$ cat config.mk
export PLATFORM = sky130hd
export DESIGN_NAME = tc_gpio_pad_ctrl
export DESIGN_NICKNAME = d
export VERILOG_FILES = /design/src/rtl/tc_gpio_pkg.sv /design/src/rtl/tc_gpio_in_filter.sv /design/src/rtl/tc_gpio_pad_ctrl.sv
export SDC_FILE = /design/constraint.sdc
export NUM_CORES = 1
export LEC_CHECK = 0
export BUFFER_PORTS_ARGS = -buffer_cell sky130_fd_sc_hd__buf_2
export CORE_MARGIN = 1.5
export CORE_UTILIZATION = 35
export CTS_BUF_LIST = sky130_fd_sc_hd__clkbuf_2
export DETAILED_ROUTE_END_ITERATION = 8
export SYNTH_ARGS = -nofsm -noshare
export SYNTH_HDL_FRONTEND = slang
export SYNTH_HIERARCHICAL = 1
export SYNTH_SLANG_ARGS = --single-unit
$ cat constraint.sdc
create_clock -name clk_i -period 2.8 [get_ports clk_i]
set_input_delay 0.42 -clock clk_i [delete_from_list [all_inputs] [get_ports clk_i]]
set_output_delay 0.42 -clock clk_i [all_outputs]
set_load 0.005 [all_outputs]
$ cat src/rtl/tc_gpio_pkg.sv
// Shared constants and types for the GPIO pad controller.
// Debounce counters are built only when TC_GPIO_DEBOUNCE_EN is defined.
package tc_gpio_pkg;

    localparam int DrvW = 4;

    typedef struct packed {
        logic            dir;
        logic [DrvW-1:0] drv;
        logic            pu;
        logic            pd;
    } pad_cfg_t;

endpackage

$ cat src/rtl/tc_gpio_in_filter.sv
// One pad's input path: 2-flop synchronizer, optional debounce counter
// (TC_GPIO_DEBOUNCE_EN), filtered level register and edge pulses.
module tc_gpio_in_filter
    import tc_gpio_pkg::*;
#(
    parameter int DebounceW = 8
) (
    input  logic                 clk_i,
    input  logic                 rst_i,
    input  logic                 pad_i,
    input  logic [DebounceW-1:0] debounce_cycles_i,
    output logic                 filt_o,
    output logic                 rise_o,
    output logic                 fall_o
);

    logic sync1_q;
    logic sync2_q;
    logic filt_q;
    logic filt_d;
    logic upd_s;

`ifdef TC_GPIO_DEBOUNCE_EN
    localparam logic [DebounceW-1:0] CntOne = {{(DebounceW-1){1'b0}}, 1'b1};

    logic [DebounceW-1:0] cnt_q;
    logic [DebounceW-1:0] cnt_d;

    // Count cycles of disagreement; >= keeps a lowered threshold from stranding a saturated count.
    always_comb begin
        cnt_d = '0;
        upd_s = 1'b0;
        if (sync2_q != filt_q) begin
            if (cnt_q >= debounce_cycles_i) begin
                upd_s = 1'b1;
            end else if (cnt_q != {DebounceW{1'b1}}) begin
                cnt_d = cnt_q + CntOne;
            end else begin
                cnt_d = cnt_q;
            end
        end else begin
            cnt_d = '0;
        end
    end

    // Debounce counter register.
    always_ff @(posedge clk_i) begin
        if (rst_i) begin
            cnt_q <= '0;
        end else begin
            cnt_q <= cnt_d;
        end
    end
`else
    logic unused_dbc_s;
    assign unused_dbc_s = ^debounce_cycles_i;

    // Without debouncing the filtered level follows sync2 immediately.
    always_comb begin
        upd_s = (sync2_q != filt_q);
    end
`endif

    // Next filtered level and one-cycle edge pulses coincident with the update.
    always_comb begin
        filt_d = upd_s ? sync2_q : filt_q;
        rise_o = upd_s & sync2_q;
        fall_o = upd_s & ~sync2_q;
    end

    // Synchronizer and filtered-level registers.
    always_ff @(posedge clk_i) begin
        if (rst_i) begin
            sync1_q <= 1'b0;
            sync2_q <= 1'b0;
            filt_q  <= 1'b0;
        end else begin
            sync1_q <= pad_i;
            sync2_q <= sync1_q;
            filt_q  <= filt_d;
        end
    end

    assign filt_o = filt_q;

endmodule

$ cat src/rtl/tc_gpio_pad_ctrl.sv
// GPIO pad controller: registered IO-cell controls, synchronized/filtered inputs
// and edge interrupts. Debouncing is enabled by defining TC_GPIO_DEBOUNCE_EN.
module tc_gpio_pad_ctrl
    import tc_gpio_pkg::*;
#(
    parameter int NumPads   = 8,
    parameter int DebounceW = 8
) (
    input  logic                      clk_i,
    input  logic                      rst_i,
    input  logic [NumPads-1:0]        out_wdata_i,
    input  logic                      out_we_i,
    input  logic [NumPads-1:0]        dir_out_i,
    input  logic [DrvW*NumPads-1:0]   drv_strength_i,
    input  logic [NumPads-1:0]        pullup_en_i,
    input  logic [NumPads-1:0]        pulldown_en_i,
    input  logic [DebounceW-1:0]      debounce_cycles_i,
    input  logic [NumPads-1:0]        irq_rise_en_i,
    input  logic [NumPads-1:0]        irq_fall_en_i,
    input  logic [NumPads-1:0]        irq_clear_i,
    output logic [NumPads-1:0]        pad_data_o,
    output logic [NumPads-1:0]        pad_oe_no,
    output logic [DrvW*NumPads-1:0]   pad_drv_o,
    output logic [NumPads-1:0]        pad_pu_en_o,
    output logic [NumPads-1:0]        pad_pd_en_o,
    input  logic [NumPads-1:0]        pad_data_i,
    output logic [NumPads-1:0]        in_data_o,
    output logic [NumPads-1:0]        irq_pending_o,
    output logic                      irq_o
);

    logic [NumPads-1:0] data_q;
    logic [NumPads-1:0] data_d;
    pad_cfg_t           cfg_q [NumPads];
    pad_cfg_t           cfg_d [NumPads];
    logic [NumPads-1:0] pend_q;
    logic [NumPads-1:0] pend_d;
    logic [NumPads-1:0] rise_s;
    logic [NumPads-1:0] fall_s;

    for (genvar g = 0; g < NumPads; g++) begin : g_pad
        tc_gpio_in_filter #(
            .DebounceW (DebounceW)
        ) u_filter (
            .clk_i             (clk_i),
            .rst_i             (rst_i),
            .pad_i             (pad_data_i[g]),
            .debounce_cycles_i (debounce_cycles_i),
            .filt_o            (in_data_o[g]),
            .rise_o            (rise_s[g]),
            .fall_o            (fall_s[g])
        );
    end

    // Next-state for output data, pad config and pending interrupts; conflicting pulls both drop.
    always_comb begin
        data_d = out_we_i ? out_wdata_i : data_q;
        for (int i = 0; i < NumPads; i++) begin
            cfg_d[i].dir = dir_out_i[i];
            cfg_d[i].drv = drv_strength_i[i*DrvW +: DrvW];
            cfg_d[i].pu  = pullup_en_i[i] & ~pulldown_en_i[i];
            cfg_d[i].pd  = pulldown_en_i[i] & ~pullup_en_i[i];
        end
        pend_d = (pend_q & ~irq_clear_i)
               | (rise_s & irq_rise_en_i)
               | (fall_s & irq_fall_en_i);
    end

    // Control, config and pending registers.
    always_ff @(posedge clk_i) begin
        if (rst_i) begin
            data_q <= '0;
            pend_q <= '0;
            for (int i = 0; i < NumPads; i++) begin
                cfg_q[i] <= '0;
            end
        end else begin
            data_q <= data_d;
            pend_q <= pend_d;
            for (int i = 0; i < NumPads; i++) begin
                cfg_q[i] <= cfg_d[i];
            end
        end
    end

    // Unpack registered config onto the IO-cell outputs.
    always_comb begin
        pad_oe_no   = '0;
        pad_drv_o   = '0;
        pad_pu_en_o = '0;
        pad_pd_en_o = '0;
        for (int i = 0; i < NumPads; i++) begin
            pad_oe_no[i]               = ~cfg_q[i].dir;
            pad_drv_o[i*DrvW +: DrvW]  = cfg_q[i].drv;
            pad_pu_en_o[i]             = cfg_q[i].pu;
            pad_pd_en_o[i]             = cfg_q[i].pd;
        end
    end

    assign pad_data_o    = data_q;
    assign irq_pending_o = pend_q;
    assign irq_o         = |pend_q;

endmodule

== Word-level counts from Yosys, hierarchy flattened ==
Memory sizes are Yosys's and may differ from the RTL's.
Cells that the tools add are included.
Storage, ports and cells
  register bits: 40
  memory bits (writable): 56
  output and inout port bits: 81
  logic and storage cells: 125
  memories kept: 1
Operators by class
  equality and inequality tests: 8
  mux-type cells: 11
  bitwise gates (word level): 78
  reduce and logical (&&, ||, !) cells: 1
Memories
  cfg_q: words 8, width 7, read ports 8, clocked after Yosys merged registers in 0, wr ports 8, RTL line tc_gpio_pad_ctrl.sv:34  | pad_cfg_t cfg_q [NumPads];
Operator list (number)
  $mux 7: 8
  $and 1x1->1: 32
  $not 1->1: 32
  $and 8x8->8: 3
  $or 8x8->8: 2
  $ne 1x1->1: 8
  $not 8->8: 1
  $or 1x1->1: 8
  $reduce_or 8->1: 1
  $mux 1: 3

== Logic depth before layout (Yosys ltp) ==
  depth after elaboration: 5
  depth in mapped cells: 4

== Cells and area by module ==
Netlist, hierarchy kept.
Modules (own cells, without submodules)
  tc_gpio_pad_ctrl: times used 1, cells an instance 236, area an instance 2631.3 um^2, sequential area each 1441.4 um^2
  tc_gpio_in_filter: times used 8, cells an instance 11, area an instance 118.9 um^2, sequential area each 60.1 um^2

== Worst setup path before layout ==
Ideal clock, no wire load.
  path kind: flip-flop to output port
  start: reg pend_q[6] (netlist: irq_pending_o[6])
  end: out irq_o
  arrival time: 0.653 ns
  required time: 2.380 ns
  setup slack: 1.727 ns
  cell stages (with the launch flop): 3
  buffers on the path: 0
  path through: dfxtp_1 nor4_1 nand2_1
On the way
  longest elaborated chain between the ends: 1
RTL lines
  from (decl): RTL line tc_gpio_pad_ctrl.sv:36  | logic [NumPads-1:0] pend_q;
  from (signal assigned): RTL line tc_gpio_pad_ctrl.sv:79  | pend_q <= pend_d;
  $reduce_or 8->1: RTL line tc_gpio_pad_ctrl.sv:102  | assign irq_o = |pend_q;
  to (decl): RTL line tc_gpio_pad_ctrl.sv:29  | output logic irq_o
No other way between the ends.

== Final worst setup path ==
  start: reg pend_q[5] (netlist: irq_pending_o[5])
  end: out irq_o
Same word-level chain as after synthesis.

==> metrics <==
CTS Buffer Depth 2; Clock Skew 0.0153 ns; critical setup path kind reg2out; kind of end point of the critical path primary output; DR vias/cell 4.06; Nets 601; synth warn 6; Post-DP Area around 0.0042 mm^2; Worst Hold Path Cells 2; DP Wirelength 4.90 mm; Flop pwr share 0.614; Worst-path clk slew 0.26 ns; fin crit share 0.685; DRC errors left 0; reg-to-reg endpoint g_pad[2].u_filter/filt_o; core area 0.00986 mm^2; setup TNS 0 ns; internal cell power 1.79 mW; reg2reg setup slack about 1.7 ns; clock share of power 0.277; reg-to-reg startpoint g_pad[2].u_filter/filt_o; total CTS buffers 9; Leakage 2.23 nW; clk root buf clkbuf_2; Seq. cell area 0.00192 mm^2; worst reg-to-reg path cell count 4; # port buffers between 150 and 200; share of cells above drive strength 1 0.438; cts repair resizes 0; largest net degree at the start of global routing 64; Worst Path Buf+Inv 1; min-delay src drv_strength_i[14]; clock insertion delay at the later pin of the skew report approximately 0.50 ns; CTS H-tree lvls 3; total grt overflow 0; fin area 0.00455 mm^2; TritonCTS clock tree done; worst slew pin tran 0.651 ns; number of global-route vias before repair 2450; minimum clock period after layout 1.92 ns; Top Family by Delay on Critical Path simple AND/OR/NAND/NOR gates; RSZ-0062 raised after global routing no; Seq/Total Area, Yosys 0.537; maxcap violations 0; PwrDens 519 mW/mm^2; post-synth net total 447; Final ANT Viol Nets 0; critical path startpoint category register; Slew Limit Fails 0; Mapped Cells ~320; multi-input logic area 0.00114 mm^2; Area Growth Syn to Fin 27.0%; initial antenna violation count 1; number of hold buffers added after CTS 15; Sw Share 0.241; Worst Hold Class in2reg; Final setup viols 0; fillers 971; Max rail drop VDD about 0.00024 V; via count 2500; Synth Area per Inst 11.1 um^2; Pre-antenna DRT Iters 4; Clock Sink Count 96; Die Span X 104 um; first-pass GRT wire length 11.1 mm; Final Hold Viols 0; Slew headroom 0.566; Core Rows 36; I/O pin count 188; #FFs+latches synth 96; Mapped Area approximately 0.0036 mm^2; critical path fanouts, max 3; final wirelength 6.81 mm; post-synth cell types 15; DRT iter0 DRCs slightly above 60; cells along the critical path nor4_1, nand2_1, buf_2; Initial Utilization 0.363; status completed; CP Data Arrival Time 1.50 ns; NetSw about 570 uW; Worst Hold End cfg_q[0][25]; Setup Fix Bufs, Post-CTS 0; GPL Wtd Cong 0.739; Total Routing Usage GR 0.129; slowest stage delay, CP 0.39 ns; drt wl/cell 11.1 um; fmax 0.521 GHz; die height 104 um; Crit-path slowest cell nor4_1; die area 0.0109 mm^2; Gate power share 0.108; CP required 2.38 ns
synth_stat cells:
master / number / share of area
a21oi_1: 8 / 0.011
a22oi_1: 8 / 0.017
buf_2: 4 / 0.0056
buf_4: 49 / 0.10
buf_6: 4 / 0.013
dfxtp_1: 96 / 0.54
ha_1: 16 / 0.056
inv_1: 24 / 0.025
mux2i_1: 16 / 0.045
nand2_1: 1 / 0.0010
nand2b_1: 8 / 0.014
nor2_1: 16 / 0.017
nor2b_1: 56 / 0.098
nor3b_2: 16 / 0.056
nor4_1: 2 / 0.0035
sequential cells by signal, summed over array words and instances (netlist names):
signal,flops
cfg_q,56
g_pad.u_filter/filt_o,8
g_pad.u_filter/sync1_q,8
g_pad.u_filter/sync2_q,8
irq_pending_o,8
pad_data_o,8
worst register-to-register path: stages (launching register included):
cell	delay (ns)
dfxtp_1	0.43
inv_1	0.06
ha_1	0.29
mux2i_1	0.19
nor2_1	0.05
cell families (layout without fill, tap and decap cells):
logic type | count (synthesis) | count (layout) | share of synthesized area
flip-flops | 96 | 96 | 0.536
AND/OR/NAND/NOR | 99 | 99 | 0.189
AO/OA/AOI/OAI | 16 | 16 | 0.0279
adder cells (fa/ha/maj) | 16 | 16 | 0.0559
multiplexers | 16 | 16 | 0.0447
buffers and inverters | 81 | 239 | 0.146
other | 0 | 1 | 0
routing by layer:
metal / GRT usage / part of all wire / vias up
li1: - / - / 1276
met1: 0.140 / 0.41 / 1104
met2: 0.226 / 0.50 / 107
met3: 0.0357 / 0.074 / 13
met4: 0.0704 / 0.025 / 0
met5: 0 / 0 / -
final cells by class:
| class | instances | area share |
|---|---|---|
| diodes | 1 | 0.000550 |
| flip-flops and latches | 96 | 0.422 |
| well taps | 133 | 0.0366 |
| clock buffers | 9 | 0.00990 |
| multi-input cells | 147 | 0.250 |
| inverters | 24 | 0.0198 |
| clock inverters | 6 | 0.0149 |
| repair buffers | 200 | 0.246 |
cell usage in the layout, fill, tap and decap left out:
master / netlist / layout
clkinvlp_4: 0 / 2
mux2i_1: 16 / 16
buf_4: 49 / 1
clkbuf_2: 0 / 9
dlygate4sd3_1: 0 / 20
clkinv_2: 0 / 1
inv_6: 0 / 2
dfxtp_1: 96 / 96
nor2b_1: 56 / 56
nor3b_2: 16 / 16
nand2b_1: 8 / 8
ha_1: 16 / 16
diode_2: 0 / 1
a21oi_1: 8 / 8
buf_2: 4 / 178
buf_12: 0 / 1
nor2_1: 16 / 16
nor4_1: 2 / 2
bufinv_16: 0 / 1
nand2_1: 1 / 1
inv_1: 24 / 24
a22oi_1: 8 / 8
power by group through the flow:
stage | Combinational (mW) | Sequential, mW | Clock, mW
after floorplan | 0.147 | 1.48 | 0
after global placement | 0.233 | 1.48 | 0
after detailed placement | 0.238 | 1.48 | 0
after CTS | 0.255 | 1.45 | 0.703
after global routing | 0.285 | 1.46 | 0.766
final | 0.256 | 1.45 | 0.655
worst max-delay path by stage:
stage	startpoint	end	depth (start not counted)
CTS	irq_pending_o[5]	irq_o	3
global route	irq_pending_o[5]	irq_o	3
finish	irq_pending_o[5]	irq_o	3
floorplan	irq_pending_o[6]	irq_o	2
detailed placement	rst_i	cfg_q[1][23]	3
global placement	rst_i	g_pad[5].u_filter/sync2_q	3
through the flow:
step                utilization  total power [mW]  std cells  setup slack [ns]  hold WS, ns
finish                    0.461              2.36        616             0.882       0.0811
global route              0.461              2.51        616             0.652   -0.0000169
CTS                       0.456              2.41        610             0.754       0.0137
detailed placement        0.429              1.72        580              1.30        0.421
global placement          0.429              1.71        580              1.34        0.418
floorplan                     -              1.62        324              1.73        0.414
Note: power is estimated with default switching activity, not from simulation.
